**config.mk**
```make
export PLATFORM = sky130hd
export DESIGN_NAME = servo_test_sequencer_flat
export DESIGN_NICKNAME = d
export VERILOG_FILES = /design/src/rtl/servo_test_sequencer_if.sv /design/src/rtl/servo_test_sequencer.sv /design/src/flat_wrapper.sv
export SDC_FILE = /design/constraint.sdc
export NUM_CORES = 1
export LEC_CHECK = 0
export CORE_UTILIZATION = 64
export CTS_CLUSTER_DIAMETER = 80
export CTS_CLUSTER_SIZE = 14
export DETAILED_ROUTE_END_ITERATION = 6
export PLACE_DENSITY = 0.95
export SLEW_MARGIN = 0
export SYNTH_ARGS = -nofsm -noshare
export SYNTH_HDL_FRONTEND = slang
export SYNTH_SLANG_ARGS = --single-unit
```
**constraint.sdc**
```tcl
create_clock -name clk -period 9.7 [get_ports clk]
set_input_delay 1.94 -clock clk [delete_from_list [all_inputs] [get_ports clk]]
set_output_delay 1.94 -clock clk [all_outputs]
set_load 0.02 [all_outputs]
```
**src/rtl/servo_test_sequencer_if.sv**
```systemverilog
// Command handshake bundle for the servo test sequencer: one command at a time,
// accepted on cmd_valid && cmd_ready.
interface servo_test_sequencer_if #(
   parameter int NUM_SERVOS = 5,
   parameter int POS_WIDTH  = 10
);
   localparam int CH_W = (NUM_SERVOS > 1) ? $clog2(NUM_SERVOS) : 1;

   logic                 cmd_valid;
   logic                 cmd_ready;
   logic [CH_W-1:0]      cmd_channel;
   logic [POS_WIDTH-1:0] cmd_position;
   logic                 cmd_ramp;
   logic                 cmd_park;

   modport master (
      output cmd_valid,
      output cmd_channel,
      output cmd_position,
      output cmd_ramp,
      output cmd_park,
      input  cmd_ready
   );

   modport slave (
      input  cmd_valid,
      input  cmd_channel,
      input  cmd_position,
      input  cmd_ramp,
      input  cmd_park,
      output cmd_ready
   );
endinterface

```
**src/rtl/servo_test_sequencer.sv**
```systemverilog
// Servo test sequencer for dispenser maintenance mode. Executes one command at a
// time: immediate move, slew-limited ramp, or park-all. Drives per-channel
// select/position words to the PWM servo drivers, holds for a settle time and
// then pulses done. Out-of-range channels are rejected with a cmd_error pulse.
module servo_test_sequencer #(
   parameter int                                NUM_SERVOS     = 5,
   parameter int                                POS_WIDTH      = 10,
   parameter logic [POS_WIDTH-1:0]              POS_MIN        = POS_WIDTH'(160),
   parameter logic [POS_WIDTH-1:0]              POS_MAX        = POS_WIDTH'(800),
   parameter logic [NUM_SERVOS*POS_WIDTH-1:0]   PARK_POSITIONS = {NUM_SERVOS{POS_WIDTH'(355)}},
   parameter int unsigned                       HOLD_CYCLES    = 25_000_000,
   parameter int unsigned                       STEP_CYCLES    = 50_000,
   parameter int unsigned                       STEP_SIZE      = 5
) (
   input  logic                            clk,
   input  logic                            rst_n,
   servo_test_sequencer_if.slave           cmdIf,
   output logic [NUM_SERVOS-1:0]           select,
   output logic [NUM_SERVOS*POS_WIDTH-1:0] position,
   output logic                            busy,
   output logic                            done,
   output logic                            cmd_error
);

   localparam int CH_W = (NUM_SERVOS > 1) ? $clog2(NUM_SERVOS) : 1;

   // Terminal counts; a zero-length interval ends on the first counted edge.
   localparam logic [31:0] HOLD_LAST = (HOLD_CYCLES == 0) ? 32'd0 : 32'(HOLD_CYCLES - 1);
   localparam logic [31:0] STEP_LAST = (STEP_CYCLES == 0) ? 32'd0 : 32'(STEP_CYCLES - 1);
   localparam logic [31:0] NUM_LIMIT = 32'(NUM_SERVOS);
   localparam logic [POS_WIDTH-1:0] STEP_MAX = POS_WIDTH'(STEP_SIZE);

   typedef enum logic [2:0] {
      IDLE,
      MOVE,
      RAMP,
      HOLD,
      PARK
   } stateT;

   stateT                state, stateNext;
   logic [31:0]          cnt, cntNext;
   logic                 doneNext, errNext;
   logic                 acceptCh, acceptPark, stepEn, parkEnd;

   logic [POS_WIDTH-1:0] posReg [NUM_SERVOS];
   logic [NUM_SERVOS-1:0] selReg;
   logic [CH_W-1:0]      chReg;
   logic [POS_WIDTH-1:0] tgtReg;

   logic [POS_WIDTH-1:0] reqTgt, reqCur, curPos, stepPos;
   logic                 chanBad;

   // Saturate a requested position into the legal mechanical range.
   function automatic logic [POS_WIDTH-1:0] clampPos(input logic [POS_WIDTH-1:0] p);
      if (p < POS_MIN) begin
         return POS_MIN;
      end else if (p > POS_MAX) begin
         return POS_MAX;
      end else begin
         return p;
      end
   endfunction

   // One slew-limited step toward the target. The magnitude is taken only after
   // deciding direction, so the unsigned difference can never wrap.
   function automatic logic [POS_WIDTH-1:0] rampStep(input logic [POS_WIDTH-1:0] cur,
                                                     input logic [POS_WIDTH-1:0] tgt);
      logic [POS_WIDTH-1:0] gap;
      if (tgt > cur) begin
         gap = tgt - cur;
         return (gap > STEP_MAX) ? (cur + STEP_MAX) : tgt;
      end else begin
         gap = cur - tgt;
         return (gap > STEP_MAX) ? (cur - STEP_MAX) : tgt;
      end
   endfunction

   assign reqTgt  = clampPos(cmdIf.cmd_position);
   assign reqCur  = posReg[cmdIf.cmd_channel];
   assign chanBad = 32'(cmdIf.cmd_channel) >= NUM_LIMIT;
   assign curPos  = posReg[chReg];
   assign stepPos = rampStep(curPos, tgtReg);

   assign cmdIf.cmd_ready = (state == IDLE);
   assign busy            = (state != IDLE);
   assign select          = selReg;

   // Next-state, interval counter and pulse decisions for the sequencer.
   always_comb begin
      stateNext  = state;
      cntNext    = cnt;
      doneNext   = 1'b0;
      errNext    = 1'b0;
      acceptCh   = 1'b0;
      acceptPark = 1'b0;
      stepEn     = 1'b0;
      parkEnd    = 1'b0;
      case (state)
         IDLE: begin
            cntNext = '0;
            if (cmdIf.cmd_valid) begin
               if (cmdIf.cmd_park) begin
                  acceptPark = 1'b1;
                  stateNext  = PARK;
               end else if (chanBad) begin
                  errNext = 1'b1;
               end else begin
                  acceptCh = 1'b1;
                  if (!cmdIf.cmd_ramp) begin
                     stateNext = MOVE;
                  end else if (reqTgt == reqCur) begin
                     stateNext = HOLD;
                  end else begin
                     stateNext = RAMP;
                  end
               end
            end
         end
         MOVE: begin
            cntNext   = '0;
            stateNext = HOLD;
         end
         RAMP: begin
            if (cnt == STEP_LAST) begin
               stepEn  = 1'b1;
               cntNext = '0;
               if (stepPos == tgtReg) begin
                  stateNext = HOLD;
               end
            end else begin
               cntNext = cnt + 32'd1;
            end
         end
         HOLD: begin
            if (cnt == HOLD_LAST) begin
               doneNext  = 1'b1;
               cntNext   = '0;
               stateNext = IDLE;
            end else begin
               cntNext = cnt + 32'd1;
            end
         end
         PARK: begin
            if (cnt == HOLD_LAST) begin
               doneNext  = 1'b1;
               parkEnd   = 1'b1;
               cntNext   = '0;
               stateNext = IDLE;
            end else begin
               cntNext = cnt + 32'd1;
            end
         end
         default: begin
            stateNext = IDLE;
            cntNext   = '0;
         end
      endcase
   end

   // State, interval counter and the registered done/error pulses.
   always_ff @(posedge clk or negedge rst_n) begin
      if (!rst_n) begin
         state     <= IDLE;
         cnt       <= '0;
         done      <= 1'b0;
         cmd_error <= 1'b0;
      end else begin
         state     <= stateNext;
         cnt       <= cntNext;
         done      <= doneNext;
         cmd_error <= errNext;
      end
   end

   // Channel positions, driver enables and the latched command; reset parks every channel.
   always_ff @(posedge clk or negedge rst_n) begin
      if (!rst_n) begin
         for (int i = 0; i < NUM_SERVOS; i++) begin
            posReg[i] <= PARK_POSITIONS[i*POS_WIDTH +: POS_WIDTH];
         end
         selReg <= '0;
         chReg  <= '0;
         tgtReg <= '0;
      end else begin
         if (acceptPark) begin
            for (int i = 0; i < NUM_SERVOS; i++) begin
               posReg[i] <= PARK_POSITIONS[i*POS_WIDTH +: POS_WIDTH];
            end
            selReg <= '1;
         end else if (acceptCh) begin
            chReg                       <= cmdIf.cmd_channel;
            tgtReg                      <= reqTgt;
            selReg[cmdIf.cmd_channel]   <= 1'b1;
            if (!cmdIf.cmd_ramp) begin
               posReg[cmdIf.cmd_channel] <= reqTgt;
            end
         end
         if (stepEn) begin
            posReg[chReg] <= stepPos;
         end
         if (parkEnd) begin
            selReg <= '0;
         end
      end
   end

   // Flatten the per-channel positions onto the driver bus, channel 0 in the LSBs.
   always_comb begin
      position = '0;
      for (int i = 0; i < NUM_SERVOS; i++) begin
         position[i*POS_WIDTH +: POS_WIDTH] = posReg[i];
      end
   end

endmodule

```
**src/flat_wrapper.sv**
```systemverilog
// flat-port wrapper written by rule: the top's interface ports become plain ports
module servo_test_sequencer_flat 
#(
   parameter int                                NUM_SERVOS     = 5,
   parameter int                                POS_WIDTH      = 10,
   parameter logic [POS_WIDTH-1:0]              POS_MIN        = POS_WIDTH'(160),
   parameter logic [POS_WIDTH-1:0]              POS_MAX        = POS_WIDTH'(800),
   parameter logic [NUM_SERVOS*POS_WIDTH-1:0]   PARK_POSITIONS = {NUM_SERVOS{POS_WIDTH'(355)}},
   parameter int unsigned                       HOLD_CYCLES    = 25_000_000,
   parameter int unsigned                       STEP_CYCLES    = 50_000,
   parameter int unsigned                       STEP_SIZE      = 5
)
  (clk, rst_n, select, position, busy, done, cmd_error, cmdIf_cmd_valid, cmdIf_cmd_channel, cmdIf_cmd_position, cmdIf_cmd_ramp, cmdIf_cmd_park, cmdIf_cmd_ready);
  servo_test_sequencer_if #(.NUM_SERVOS(NUM_SERVOS), .POS_WIDTH(POS_WIDTH)) cmdIf_i ();
  input  logic clk;
  input  logic rst_n;
  output logic [NUM_SERVOS-1:0] select;
  output logic [NUM_SERVOS*POS_WIDTH-1:0] position;
  output logic busy;
  output logic done;
  output logic cmd_error;
  input wire logic [$bits(cmdIf_i.cmd_valid)-1:0] cmdIf_cmd_valid;
  input wire logic [$bits(cmdIf_i.cmd_channel)-1:0] cmdIf_cmd_channel;
  input wire logic [$bits(cmdIf_i.cmd_position)-1:0] cmdIf_cmd_position;
  input wire logic [$bits(cmdIf_i.cmd_ramp)-1:0] cmdIf_cmd_ramp;
  input wire logic [$bits(cmdIf_i.cmd_park)-1:0] cmdIf_cmd_park;
  output wire logic [$bits(cmdIf_i.cmd_ready)-1:0] cmdIf_cmd_ready;
  assign cmdIf_i.cmd_valid = cmdIf_cmd_valid;
  assign cmdIf_i.cmd_channel = cmdIf_cmd_channel;
  assign cmdIf_i.cmd_position = cmdIf_cmd_position;
  assign cmdIf_i.cmd_ramp = cmdIf_cmd_ramp;
  assign cmdIf_i.cmd_park = cmdIf_cmd_park;
  assign cmdIf_cmd_ready = cmdIf_i.cmd_ready;
  servo_test_sequencer #(.NUM_SERVOS(NUM_SERVOS), .POS_WIDTH(POS_WIDTH), .POS_MIN(POS_MIN), .POS_MAX(POS_MAX), .PARK_POSITIONS(PARK_POSITIONS), .HOLD_CYCLES(HOLD_CYCLES), .STEP_CYCLES(STEP_CYCLES), .STEP_SIZE(STEP_SIZE)) u_core (.clk(clk), .rst_n(rst_n), .cmdIf(cmdIf_i), .select(select), .position(position), .busy(busy), .done(done), .cmd_error(cmd_error));
endmodule
```
==> results by group <==
Clock tree
  – Clock Latency Late Sink: approximately 0.36 ns
  – Postcts setup bufs: 0
  – CTS Buf Count: 9
  – CTS tree: yes
  – CTS Buffer Depth: 2
  – Worst-path clk slew: approximately 0.080 ns
  – Clock Sinks: 105
  – Htree depth: 3
  – Cts hold-fix bufs: 0
  – CTS Root Buffer Type: clkbuf_16
  – PostCTS Resize Cnt: 0

Cells and area
  – Diodes inserted: 0
  – FILL cells: ~910
  – Area growth from synthesis to layout: 13.1%
  – Layout cells sized above 1: 0.0866
  – Final net count: 1076

Route
  – DR vias/cell: 6.88
  – Initial drt markers: 1094
  – Final routed DRC violation total: 0
  – Vias: roughly 8300
  – TritonRoute pass-1 iters: 6
  – Routed length per instance: 21.4 um
  – WL final: 25.9 mm
  – Final ANT Viol Nets: 0

STA
  – RSZ-0062 raised after global routing: no
  – Worst Tran Pin Value: approximately 1.2 ns
  – Part of the cycle the worst path needs: 0.585
  – # setup viols final: 0
  – Fin Setup TNS: 0 ns
  – Final Skew: a little under 0.009 ns
  – Max_slew headroom: 0.159
  – Final Hold Viols: 0
  – Post-layout minimum cycle time: ~5.7 ns
  – Fmax: between 0.15 and 0.2 GHz
  – Max-slew violation count: 0

Floorplanning
  – Die width: between 100 and 150 um
  – Placeable Area: 12600 um^2
  – Starting density of the core: 0.656
  – Die height: 116 um
  – Core Rows: a little over 40
  – # IOs: 77
  – Die area: 13300 um^2

Synthesis
  – Sequential-to-total area share from yosys stat: 0.322
  – Main flop type after synthesis: dfrtp_1
  – Compound-Gate Fraction of Synth Area: 0.228
  – Post-synthesis mux area share: 0.0657
  – Synth cell types: 94
  – Largest family of logic cells by synthesized area: simple AND/OR/NAND/NOR gates
  – Synth Area in Simple Gates: 0.235
  – Post-synth EDFFs: 0
  – #FFs+latches synth: 105
  – Adder-Cell Fraction of Synth Area: 0.0394
  – Mapped Cells: 991
  – Mapped Area: slightly above 8000 um^2
  – YS warnings: 0
  – XOR/XNOR Fraction of Synth Area: 0.0636
  – Post-synth ARST share: 1.00
  – Avg Cell Area, Syn: around 8.3 um^2
  – Post-Syn Nets: 1033

Place
  – GPL Wtd Cong: 1.02
  – DP HPWL: around 19 mm
  – Port Buffers: 76

Critical path
  – CP required: 9.94 ns
  – Crit path DAT: about 5.9 ns
  – WS Path Type: flip-flop to flip-flop
  – Critical path capture point type: flip-flop
  – Startpoint Class: flip-flop
  – CP Max Fanout: 18

Worst hold path
  – Hold Path Class: flip-flop to flip-flop

GRT
  – Global-route wire length before repair: 40.8 mm
  – GRT Overall Usage: 0.398
  – Vias in the first global route: 7672
  – Remaining Overflow, GRT: 0
  – Antenna violations before repair: 0
  – Largest net degree at the start of global routing: between 50 and 60

Status
  – Run status: complete, no violations

Flow run
  – Maxcap violations: 0
==> through the flow <==
stage / cells / utilization / instance area [um^2] / hold WS, ns / worst slack (ns)
after floorplan: 991 / - / 8250 / 0.424 / 5.56
after global placement: 1195 / 0.719 / 9040 / 0.444 / 3.91
after detailed placement: 1195 / 0.719 / 9040 / 0.457 / 3.98
after CTS: 1211 / 0.743 / 9330 / 0.468 / 4.30
after global routing: 1211 / 0.743 / 9330 / 0.493 / 3.85
final: 1211 / 0.743 / 9330 / 0.460 / 4.02
==> layout make-up <==
cell class	count	area [um^2]	share of cell area
multi-input combinational	806	5230	0.561
clock buffer	9	225	0.0241
sequential	105	2660	0.285
timing repair buffer	86	833	0.0893
clock inverter	7	70.1	0.00751
inverter	26	97.6	0.0105
tap	172	215	0.0231
==> final timing paths <==
path                       cells after the start  slack, ns             from             endpoint
max                                           14       4.02  u_core.chReg[0]  u_core.position[16]
min                                            1       0.46    u_core.cnt[0]        u_core.cnt[0]
max reg2reg                                   14       4.02  u_core.chReg[0]  u_core.position[16]
min reg2reg                                    1       0.46    u_core.cnt[0]        u_core.cnt[0]
max in group asynchronous                      2       6.97            rst_n     u_core.select[4]
min in group asynchronous                      1       1.60            rst_n     u_core.tgtReg[5]
==> cells in the final DEF (no fill, tap or decap), types with 5 or more instances in the layout <==
| master | count |
|---|---|
| a211oi_1 | 17 |
| a21o_1 | 6 |
| a21oi_1 | 67 |
| a221oi_1 | 5 |
| a22oi_1 | 10 |
| a31oi_1 | 7 |
| and2_1 | 8 |
| and3_1 | 13 |
| buf_4 | 11 |
| clkbuf_16 | 9 |
| clkdlybuf4s50_1 | 75 |
| dfrtp_1 | 80 |
| dfstp_2 | 25 |
| ha_1 | 22 |
| inv_1 | 23 |
| mux2_2 | 5 |
| mux2i_1 | 44 |
| nand2_1 | 96 |
| nand2b_1 | 15 |
| nand3_1 | 31 |
| nand3b_1 | 5 |
| nand4_1 | 11 |
| nor2_1 | 103 |
| nor2b_1 | 14 |
| nor3_1 | 27 |
| nor4_1 | 14 |
| o21ai_0 | 61 |
| o21ai_1 | 7 |
| o221ai_1 | 5 |
| o22ai_1 | 29 |
| o31ai_1 | 10 |
| or2_2 | 5 |
| or3_1 | 13 |
| xnor2_1 | 29 |
| xor2_1 | 29 |
==> per-layer routing <==
metal	global-route usage	part of all wire
met5	0	0
met4	0.165	0.037
met3	0.0654	0.10
met2	0.616	0.45
met1	0.557	0.41
==> critical path: stages (launching register included) <==
cell and delay [ns]:
dfrtp_1 0.72, or2_0 0.41, o22ai_1 0.17, nor2_1 0.64, inv_1 0.25, ha_1 0.68, nand4_2 0.25, nor3_1 0.24
a211oi_1 0.08, mux2_1 0.39, nor4_4 0.43, or2_1 0.42, o22ai_1 0.17, a21oi_1 0.51, a22oi_1 0.19
==> sequential cells by signal, summed over array words and instances (netlist names) <==
signal and cells:
u_core.position 50, u_core.cnt 32, u_core.tgtReg 10, u_core.select 5
u_core.chReg 3, u_core.state 3, u_core.cmd_error 1, u_core.done 1
==> cells in the mapped netlist (5+ instances only) <==
| cell | instances | share of area |
|---|---|---|
| or3_1 | 13 | 0.0099 |
| mux2_2 | 5 | 0.0068 |
| nand2_1 | 96 | 0.044 |
| a31oi_1 | 7 | 0.0053 |
| dfstp_2 | 25 | 0.080 |
| o31ai_1 | 10 | 0.0091 |
| and2_1 | 8 | 0.0061 |
| nor2_1 | 103 | 0.047 |
| a211oi_1 | 17 | 0.015 |
| dfrtp_1 | 80 | 0.24 |
| a21oi_1 | 67 | 0.041 |
| nor3_1 | 27 | 0.016 |
| nand3_1 | 31 | 0.019 |
| nand2b_1 | 15 | 0.011 |
| and3_1 | 13 | 0.0099 |
| buf_6 | 5 | 0.0068 |
| nor2b_1 | 14 | 0.011 |
| a221oi_1 | 5 | 0.0053 |
| clkbuf_1 | 27 | 0.012 |
| or2_2 | 5 | 0.0038 |
| nor4_1 | 15 | 0.011 |
| ha_1 | 22 | 0.033 |
| buf_4 | 5 | 0.0046 |
| a21o_1 | 6 | 0.0055 |
| mux2i_1 | 44 | 0.053 |
| o21ai_0 | 61 | 0.037 |
| o221ai_1 | 5 | 0.0053 |
| xnor2_1 | 29 | 0.031 |
| buf_2 | 15 | 0.0091 |
| nand3b_1 | 5 | 0.0046 |
| nand4_1 | 11 | 0.0083 |
| o22ai_1 | 29 | 0.022 |
| xor2_1 | 29 | 0.031 |
| a22oi_1 | 10 | 0.0091 |
| inv_1 | 23 | 0.010 |
| o21ai_1 | 7 | 0.0042 |
==> logic make-up after synthesis <==
kind of cell    count (synthesis)
compound gates                283
xor+xnor                       59
fa+ha+maj                      25
buf+inv                        80
flops                         105
mux                            52
simple gates                  387
Power is left out: the tool's default activity adds up to more than one toggle a clock period on the data nets, which glitch-free logic cannot reach.
